**config.mk**
```make
export PLATFORM = sky130hd
export DESIGN_NAME = uart_ram_bridge
export DESIGN_NICKNAME = d
export VERILOG_FILES = /design/src/rtl/uart_ram_bridge.sv
export SDC_FILE = /design/constraint.sdc
export NUM_CORES = 2
export LEC_CHECK = 0
export ABC_AREA = 1
export CAP_MARGIN = 20
export CORE_ASPECT_RATIO = 1.5
export CORE_MARGIN = 2
export CORE_UTILIZATION = 60
export CTS_CLUSTER_SIZE = 12
export DETAILED_ROUTE_END_ITERATION = 6
export MAX_ROUTING_LAYER = met4
export PLACE_DENSITY = 0.82
export SETUP_SLACK_MARGIN = 0.15
export SKIP_CTS_REPAIR_TIMING = 1
export SLEW_MARGIN = 10
export SYNTH_ARGS = -nofsm -noshare
export SYNTH_HDL_FRONTEND = slang
export SYNTH_SLANG_ARGS = --single-unit
export TNS_END_PERCENT = 30
```
**constraint.sdc**
```tcl
create_clock -name clk -period 4.4 [get_ports clk]
set_input_delay 0.88 -clock clk [delete_from_list [all_inputs] [get_ports clk]]
set_output_delay 0.88 -clock clk [all_outputs]
set_load 0.01 [all_outputs]
```
**src/rtl/uart_ram_bridge.sv**
```systemverilog
// -----------------------------------------------------------------------------
// uart_ram_bridge
//   Byte-stream command engine sitting between a UART byte receiver/transmitter
//   and an internal block RAM. A command is one header byte (bit7 = read,
//   bits[6:0] = burst length - 1), NUM_ADDR_BYTES address bytes (MSB first)
//   and, for writes, BPW bytes per word (MSB first). Reads stream each word
//   back MSB byte first over the tx valid/ready handshake. The address
//   auto-increments per word and wraps modulo the RAM depth.
//
// Ports
//   clk          system clock
//   rst_n        asynchronous active-low reset
//   rx_data      received byte, qualified by rx_valid
//   rx_valid     one-cycle strobe per received byte (no back-pressure)
//   tx_data      byte to transmit
//   tx_valid     tx_data valid; transfer on an edge with tx_valid & tx_ready
//   tx_ready     transmitter can accept a byte
//   busy         high in every state except IDLE
//   timeout_err  one-cycle pulse when a command is abandoned by the timeout
//
// States
//   state     | meaning
//   ----------+------------------------------------------------------------
//   S_IDLE    | waiting for a command byte
//   S_ADDR    | collecting the address bytes
//   S_WDATA   | collecting write data, one RAM write per completed word
//   S_RD_REQ  | RAM read enable for the current address
//   S_RD_WAIT | RAM output valid, load it into the tx shift register
//   S_RD_SEND | presenting bytes of the current word on tx
// -----------------------------------------------------------------------------
module uart_ram_bridge #(
  parameter int unsigned RAM_ADDR_BITS  = 8,
  parameter int unsigned RAM_WIDTH      = 8,
  parameter int unsigned NUM_ADDR_BYTES = 1,
  parameter int unsigned TIMEOUT_CYCLES = 100000
) (
  input  logic       clk,
  input  logic       rst_n,
  input  logic [7:0] rx_data,
  input  logic       rx_valid,
  output logic [7:0] tx_data,
  output logic       tx_valid,
  input  logic       tx_ready,
  output logic       busy,
  output logic       timeout_err
);

  localparam int unsigned BPW        = RAM_WIDTH / 8;
  localparam int unsigned RAM_DEPTH  = 1 << RAM_ADDR_BITS;
  localparam int unsigned BCW        = (BPW > 1) ? $clog2(BPW) : 1;
  localparam int unsigned ACW        = (NUM_ADDR_BYTES > 1) ? $clog2(NUM_ADDR_BYTES) : 1;
  localparam int unsigned TLOAD      = (TIMEOUT_CYCLES > 0) ? TIMEOUT_CYCLES - 1 : 0;
  localparam int unsigned TW         = (TLOAD > 0) ? $clog2(TLOAD + 1) : 1;
  localparam bit          TIMEOUT_EN = (TIMEOUT_CYCLES != 0);

  localparam logic [BCW-1:0] BYTE_LAST  = BCW'(BPW - 1);
  localparam logic [ACW-1:0] ADDR_LAST  = ACW'(NUM_ADDR_BYTES - 1);
  localparam logic [TW-1:0]  TIMER_LOAD = TW'(TLOAD);

  typedef enum logic [2:0] {
    S_IDLE,
    S_ADDR,
    S_WDATA,
    S_RD_REQ,
    S_RD_WAIT,
    S_RD_SEND
  } state_t;

  state_t                   r_state;
  logic                     r_is_rd;
  logic [6:0]               r_len;
  logic [RAM_ADDR_BITS-1:0] r_addr;
  logic [ACW-1:0]           r_addr_cnt;
  logic [BCW-1:0]           r_byte_cnt;
  logic [RAM_WIDTH-1:0]     r_wshift;
  logic                     r_we;
  logic [RAM_ADDR_BITS-1:0] r_waddr;
  logic [RAM_WIDTH-1:0]     r_tx_shift;
  logic                     r_tx_valid;
  logic                     r_timeout_err;
  logic [TW-1:0]            r_timer;

  logic [RAM_WIDTH-1:0]     r_mem [RAM_DEPTH];
  logic [RAM_WIDTH-1:0]     r_rdata;

  logic                     w_ram_re;
  logic                     w_timeout;
  logic [RAM_WIDTH-1:0]     w_wshift_next;
  logic [RAM_ADDR_BITS-1:0] w_addr_shift;

  assign w_ram_re  = (r_state == S_RD_REQ);
  // Timer reaching zero only matters when no byte arrives on the same cycle;
  // the rx_valid branch is evaluated first in the FSM so the byte wins.
  assign w_timeout = TIMEOUT_EN && (r_timer == '0);

  // Shifting bytes in from the bottom and truncating keeps only the low
  // bits, which is exactly the MSB-first value modulo the target width.
  assign w_wshift_next = RAM_WIDTH'({r_wshift, rx_data});
  assign w_addr_shift  = RAM_ADDR_BITS'({r_addr, rx_data});

  always_ff @(posedge clk or negedge rst_n) begin
    if (!rst_n) begin
      r_state       <= S_IDLE;
      r_is_rd       <= 1'b0;
      r_len         <= '0;
      r_addr        <= '0;
      r_addr_cnt    <= '0;
      r_byte_cnt    <= '0;
      r_wshift      <= '0;
      r_we          <= 1'b0;
      r_waddr       <= '0;
      r_tx_shift    <= '0;
      r_tx_valid    <= 1'b0;
      r_timeout_err <= 1'b0;
      r_timer       <= '0;
    end else begin
      r_we          <= 1'b0;
      r_timeout_err <= 1'b0;

      if (rx_valid) begin
        r_timer <= TIMER_LOAD;
      end else if ((r_state == S_ADDR || r_state == S_WDATA) && r_timer != '0) begin
        r_timer <= r_timer - 1'b1;
      end

      case (r_state)
        S_IDLE: begin
          if (rx_valid) begin
            r_is_rd    <= rx_data[7];
            r_len      <= rx_data[6:0];
            r_addr_cnt <= '0;
            r_state    <= S_ADDR;
          end
        end

        S_ADDR: begin
          if (rx_valid) begin
            r_addr <= w_addr_shift;
            if (r_addr_cnt == ADDR_LAST) begin
              r_byte_cnt <= '0;
              r_state    <= r_is_rd ? S_RD_REQ : S_WDATA;
            end else begin
              r_addr_cnt <= r_addr_cnt + 1'b1;
            end
          end else if (w_timeout) begin
            r_timeout_err <= 1'b1;
            r_state       <= S_IDLE;
          end
        end

        S_WDATA: begin
          if (rx_valid) begin
            r_wshift <= w_wshift_next;
            if (r_byte_cnt == BYTE_LAST) begin
              // Word complete: the RAM takes r_wshift/r_waddr on the next edge.
              r_we       <= 1'b1;
              r_waddr    <= r_addr;
              r_addr     <= r_addr + 1'b1;
              r_byte_cnt <= '0;
              if (r_len == '0) begin
                r_state <= S_IDLE;
              end else begin
                r_len <= r_len - 1'b1;
              end
            end else begin
              r_byte_cnt <= r_byte_cnt + 1'b1;
            end
          end else if (w_timeout) begin
            // Partial word is dropped; the next word fully overwrites r_wshift.
            r_timeout_err <= 1'b1;
            r_state       <= S_IDLE;
          end
        end

        S_RD_REQ: begin
          r_state <= S_RD_WAIT;
        end

        S_RD_WAIT: begin
          r_tx_shift <= r_rdata;
          r_tx_valid <= 1'b1;
          r_byte_cnt <= '0;
          r_state    <= S_RD_SEND;
        end

        S_RD_SEND: begin
          if (tx_ready) begin
            if (r_byte_cnt == BYTE_LAST) begin
              r_tx_valid <= 1'b0;
              r_addr     <= r_addr + 1'b1;
              if (r_len == '0) begin
                r_state <= S_IDLE;
              end else begin
                r_len   <= r_len - 1'b1;
                r_state <= S_RD_REQ;
              end
            end else begin
              r_tx_shift <= r_tx_shift << 8;
              r_byte_cnt <= r_byte_cnt + 1'b1;
            end
          end
        end

        default: begin
          r_state <= S_IDLE;
        end
      endcase
    end
  end

  // Block RAM, contents not reset. r_we is cleared asynchronously by rst_n,
  // so a pending write is dropped when reset is low at the write edge.
  always_ff @(posedge clk) begin
    if (r_we) begin
      r_mem[r_waddr] <= r_wshift;
    end
    if (w_ram_re) begin
      r_rdata <= r_mem[r_addr];
    end
  end

  assign tx_data     = r_tx_shift[RAM_WIDTH-1 -: 8];
  assign tx_valid    = r_tx_valid;
  assign busy        = (r_state != S_IDLE);
  assign timeout_err = r_timeout_err;

endmodule

```
## Word level (Yosys, flattened, before mapping)

Memories as Yosys holds them, arrays and structs flattened. A register that Yosys moved wholly into a read port is not among the register bits.
Cells that the tools add are included.

- Output and inout bits: 11
- Word-level logic and storage cells: 108
- Memories kept: 1
- Register bits: 65
- Bits in writable memories: 2048

- Multiplexer cells: 49
- Reductions and logical operators: 24
- Add/sub/neg operators: 5
- Equality and inequality tests: 15
- Bitwise operators: 1

Memories:

| memory | depth | bits a word | rd ports | clocked after Yosys merged registers in | write ports | line | RTL |
|---|---|---|---|---|---|---|---|
| r_mem | 256 | 8 | 1 | 1 | 1 | 83 | `logic [RAM_WIDTH-1:0] r_mem [RAM_DEPTH];` |

Operators with widths:

| operator | number |
|---|---|
| 8-bit 2-to-1 mux | 6 |
| 7-bit 2-to-1 mux | 5 |
| 17-bit 2-to-1 mux | 2 |
| 3-bit 2-to-1 mux | 9 |
| 8-bit case mux with 3 select lines | 1 |
| 7-bit case mux with 3 select lines | 1 |
| 1-bit 2-to-1 mux | 19 |
| 3-bit case mux with 6 select lines | 1 |
| 17-bit zero test | 1 |
| 17-bit nonzero test | 1 |
| 17-bit by 1-bit subtractor with 17-bit output (second input constant) | 1 |
| 8-bit case mux with 2 select lines | 1 |
| 2-bit inequality test (second input constant) | 7 |
| 3-bit AND reduction | 4 |
| 3-bit nonzero test | 3 |
| 8-bit by 1-bit adder with 8-bit output (second input constant) | 1 |
| 4-bit AND reduction | 2 |
| 7-bit zero test | 1 |
| 7-bit by 1-bit subtractor with 7-bit output (second input constant) | 1 |
| 3-bit by 2-bit == test with 1-bit output (second input constant) | 2 |
| 3-bit == test (second input constant) | 2 |
| 3-bit inequality test (second input constant) | 2 |
| 6-bit AND reduction | 1 |
| 2-bit nonzero test | 3 |
| 14 further kinds | 17 |

## Longest topological paths before layout

- Word-level depth: 5
- Depth in mapped cells: 18
- Gate-level depth less buffers: 15

## Worst setup path after synthesis

OpenSTA, ideal clock, no wires.

- Kind: reg-to-reg
- From: register r_wshift[0]
- To: memory r_mem[0][0], data pin
- Cell stages (with the launch flop): 1
- Period minus slack after synthesis: 3.987 ns
- Path slack: 0.413 ns
- Path buffers: 0
- Data arrival time: 3.183 ns
- Data required time: 3.596 ns
- Cells stage by stage: dfrtp_1

RTL lines:

| element | line | RTL |
|---|---|---|
| from (decl) | 75 | `logic [RAM_WIDTH-1:0] r_wshift;` |
| from (signal assigned) | 153 | `r_wshift <= w_wshift_next;` |
| to (decl) | 83 |  |

Straight into the memory's write port.

==> metrics.csv <==
metric,value,unit
grt_antenna_before_repair,5,
worstPathRequired,5.09,ns
start_util,0.6047,
vias,62086,
hold_class,in -> async,
grt_pass1_vias,60921,
fill_cells,10189,
endpoint,r_rdata[3]$_DFFE_PP_,
gr-usage-all-layers,0.3237,
synth.avg_cell_area,10.80,µm²
synth_compound_area_frac,0.04733,
dr.pass1.iters,7,
reg2reg_depth,10,
critPathKind,reg -> reg,
drtAntennaViolNets,0,
area_growth,7.779,%
synth_simple_gate_area_share,0.1863,
grt_pass1_wl,361.3,mm
failed_checks,DRC,
crit_top_cell,nand3_1,
cts_inserted_buffers,196,
power_density,662.0,mW/mm²
cts_num_sinks,2119,
fin_ws,0.9527,ns
synth_largest_area_cell,edfxtp_1,
slew_viol_final,0,
clockRootBuffer,clkbuf_16,
rows,173,
crit_start,r_addr[0]$_DFFE_PN0P_,
drive_above_1_share,0.04628,
synth_fa_ha_area_frac,0.0006967,
synth_xor_area_frac,0.0007803,
r2r-start,r_addr[0]$_DFFE_PN0P_,
synth_top_family_by_area,simple AND/OR/NAND/NOR gates,
synth.distinct_cells,41,
hold_viol,0,
grt_start_max_net_pins,172,
core_area,0.1485,mm²
synth_edf_count,2056,
dp_hpwl,142.0,mm
multiInputGateArea,0.02124,mm²
clock_skew,0.05214,ns
async_reset_ff_frac,0.02973,
worst-path-stages,10,
via_per_inst,6.108,
power,64.07,mW
synthTopCellsByArea,"edfxtp_1 69%, nand2_1 8.9%, nor2_1 5.5%",
holdWs,0.1841,ns
cp_cell_sequence,"inv_8, buf_4, o21ai_0, nand3_1, nand3_1, a21oi_1, nor2_1, nand2_1, nand3_1, nand2_1",
leakage,36.57,nW
die_width,319.9,µm
startpoint_type,flop,
synthMuxAreaShare,0.001003,
clkLatencyLatePin,0.85,ns
portBuffers,22,
syn-cell-area,0.08979,mm²
yosysSeqAreaShare,0.7051,
ys_warn_count,0,
drc,5,
postLayoutCoreUtil,0.6518,
reg2reg_to,r_rdata[3]$_DFFE_PP_,
final_common_cell,nand2_1,
nets,8194,
setup_tns,0,ns
rsz0062_at_grt,no,
tightest_slew,1.226,ns
wl_per_cell,23.89,µm
clk_transition_reported_paths,0.07,ns
max_stage_delay,0.68,ns
setup_viol,0,
clk_path_buf_depth,3,
fin_crit_sh,0.7835,
dpl_worst_slack,1.052,ns
period_minus_slack,3.447,ns
ys.flop_type,edfxtp_1,
dieArea,0.1528,mm²
gp_congestion,1.008,
crit_family,simple AND/OR/NAND/NOR gates,
synth_cells,8315,
cp_max_fo,60,
path_buf_inv,2,
cts_tree,yes,
drt_first_iter_violations,9036,
grt_overflow_total,0,
syn_nets,8332,
ir_drop,0.6518,mV
crit_arrival,4.13,ns
max_freq,290.1,MHz
critPathSlowestCell,dfrtp_4,
die_h,477.8,µm
endpoint_kind,flop,
cap_violations,0,
h-tree-depth,4,
outcome,finished with violations,
drt-total-wl,242.8,mm
synth.top_cell.area_share,0.6876,
regArea,0.06336,mm²
most-common-layout-cells,"2124 x nand2_1, 2056 x edfxtp_1, 1310 x nor2_1",
slew_headroom,0.1829,
ys_ff_latch,2119,
boundaryPins,23,
reg2reg_slack,0.95,ns
## stage by stage
stage,area [µm²],instances
2_1_floorplan,89790,8315
3_3_place_gp,91340,9902
3_5_place_dp,91370,9903
4_1_cts,96730,10156
5_1_grt,96770,10162
6_report,96780,10164
## cell families (layout without fill, tap and decap cells)
logic type               count (synthesis)  in the layout
multiplexers                             8              8
flip-flops                            2119           2119
AND/OR/NAND/NOR                       4200           4200
buffers and inverters                 1177           1094
AO/OA/AOI/OAI                          798            798
XOR/XNOR                                 8              8
other                                    0              7
adder cells (fa/ha/maj)                  5              5
## where the power goes
group          switching (mW)  internal (mW)
logic                    17.0           5.65
registers                1.26           25.0
clock network            7.10           8.11
total                    25.3           38.7
## how the worst min path moves through the flow
stage                             from                       to  slack, ns  cells past startpoint
2_1_floorplan  r_timer[12]$_DFFE_PN0P_  r_timer[12]$_DFFE_PN0P_       0.45                      1
3_3_place_gp      tx_valid$_DFFE_PN0P_     tx_valid$_DFFE_PN0P_       0.46                      2
3_5_place_dp      tx_valid$_DFFE_PN0P_     tx_valid$_DFFE_PN0P_       0.46                      2
4_1_cts                          rst_n   r_timer[9]$_DFFE_PN0P_       0.16                      1
5_1_grt                          rst_n  r_timer[12]$_DFFE_PN0P_       0.24                      1
6_report                         rst_n   r_timer[5]$_DFFE_PN0P_       0.18                      1
## area by class of cell
class                   instances  share of cell area
flip-flops and latches       2119              0.6547
clock buffers                 234             0.05281
repair buffers                137             0.01776
multi-input cells            5019              0.2195
clock inverters                19            0.002599
inverters                     704             0.02759
well taps                    1925             0.02489
diodes                          7           0.0001810
## Yosys cell counts, types with 2 or more instances
master,count
or2_2,7
buf_8,2
o211ai_1,87
o31ai_1,3
buf_1,49
nor2_1,1312
edfxtp_1,2056
buf_12,2
o21ai_1,161
inv_1,695
clkinv_1,3
inv_2,5
buf_2,172
nand2_2,2
buf_6,51
xor2_1,7
nand3b_1,3
nand3_1,731
a21oi_1,119
dfrtp_1,63
nor3_1,5
ha_1,5
nand2_1,2135
o21ai_0,414
a31oi_1,5
clkbuf_1,144
o21a_1,2
mux2_2,8
buf_4,53
and3_1,3
## layer usage
metal	track usage	wire (µm)
met1	0.3735	80280
met2	0.5118	116500
met5	-	0
met4	0.2283	19590
met3	0.06266	26410
## flip-flops by register name, indices dropped and copies added, names as in the netlist
signal,flops
r_timer,17
r_state,3
r_waddr,8
r_mem,2048
r_len,7
r_is_rd,1
tx_data,8
r_addr,8
timeout_err,1
tx_valid,1
r_we,1
r_rdata,8
r_wshift,8
No activity file was read; power rests on OpenSTA's default activity.
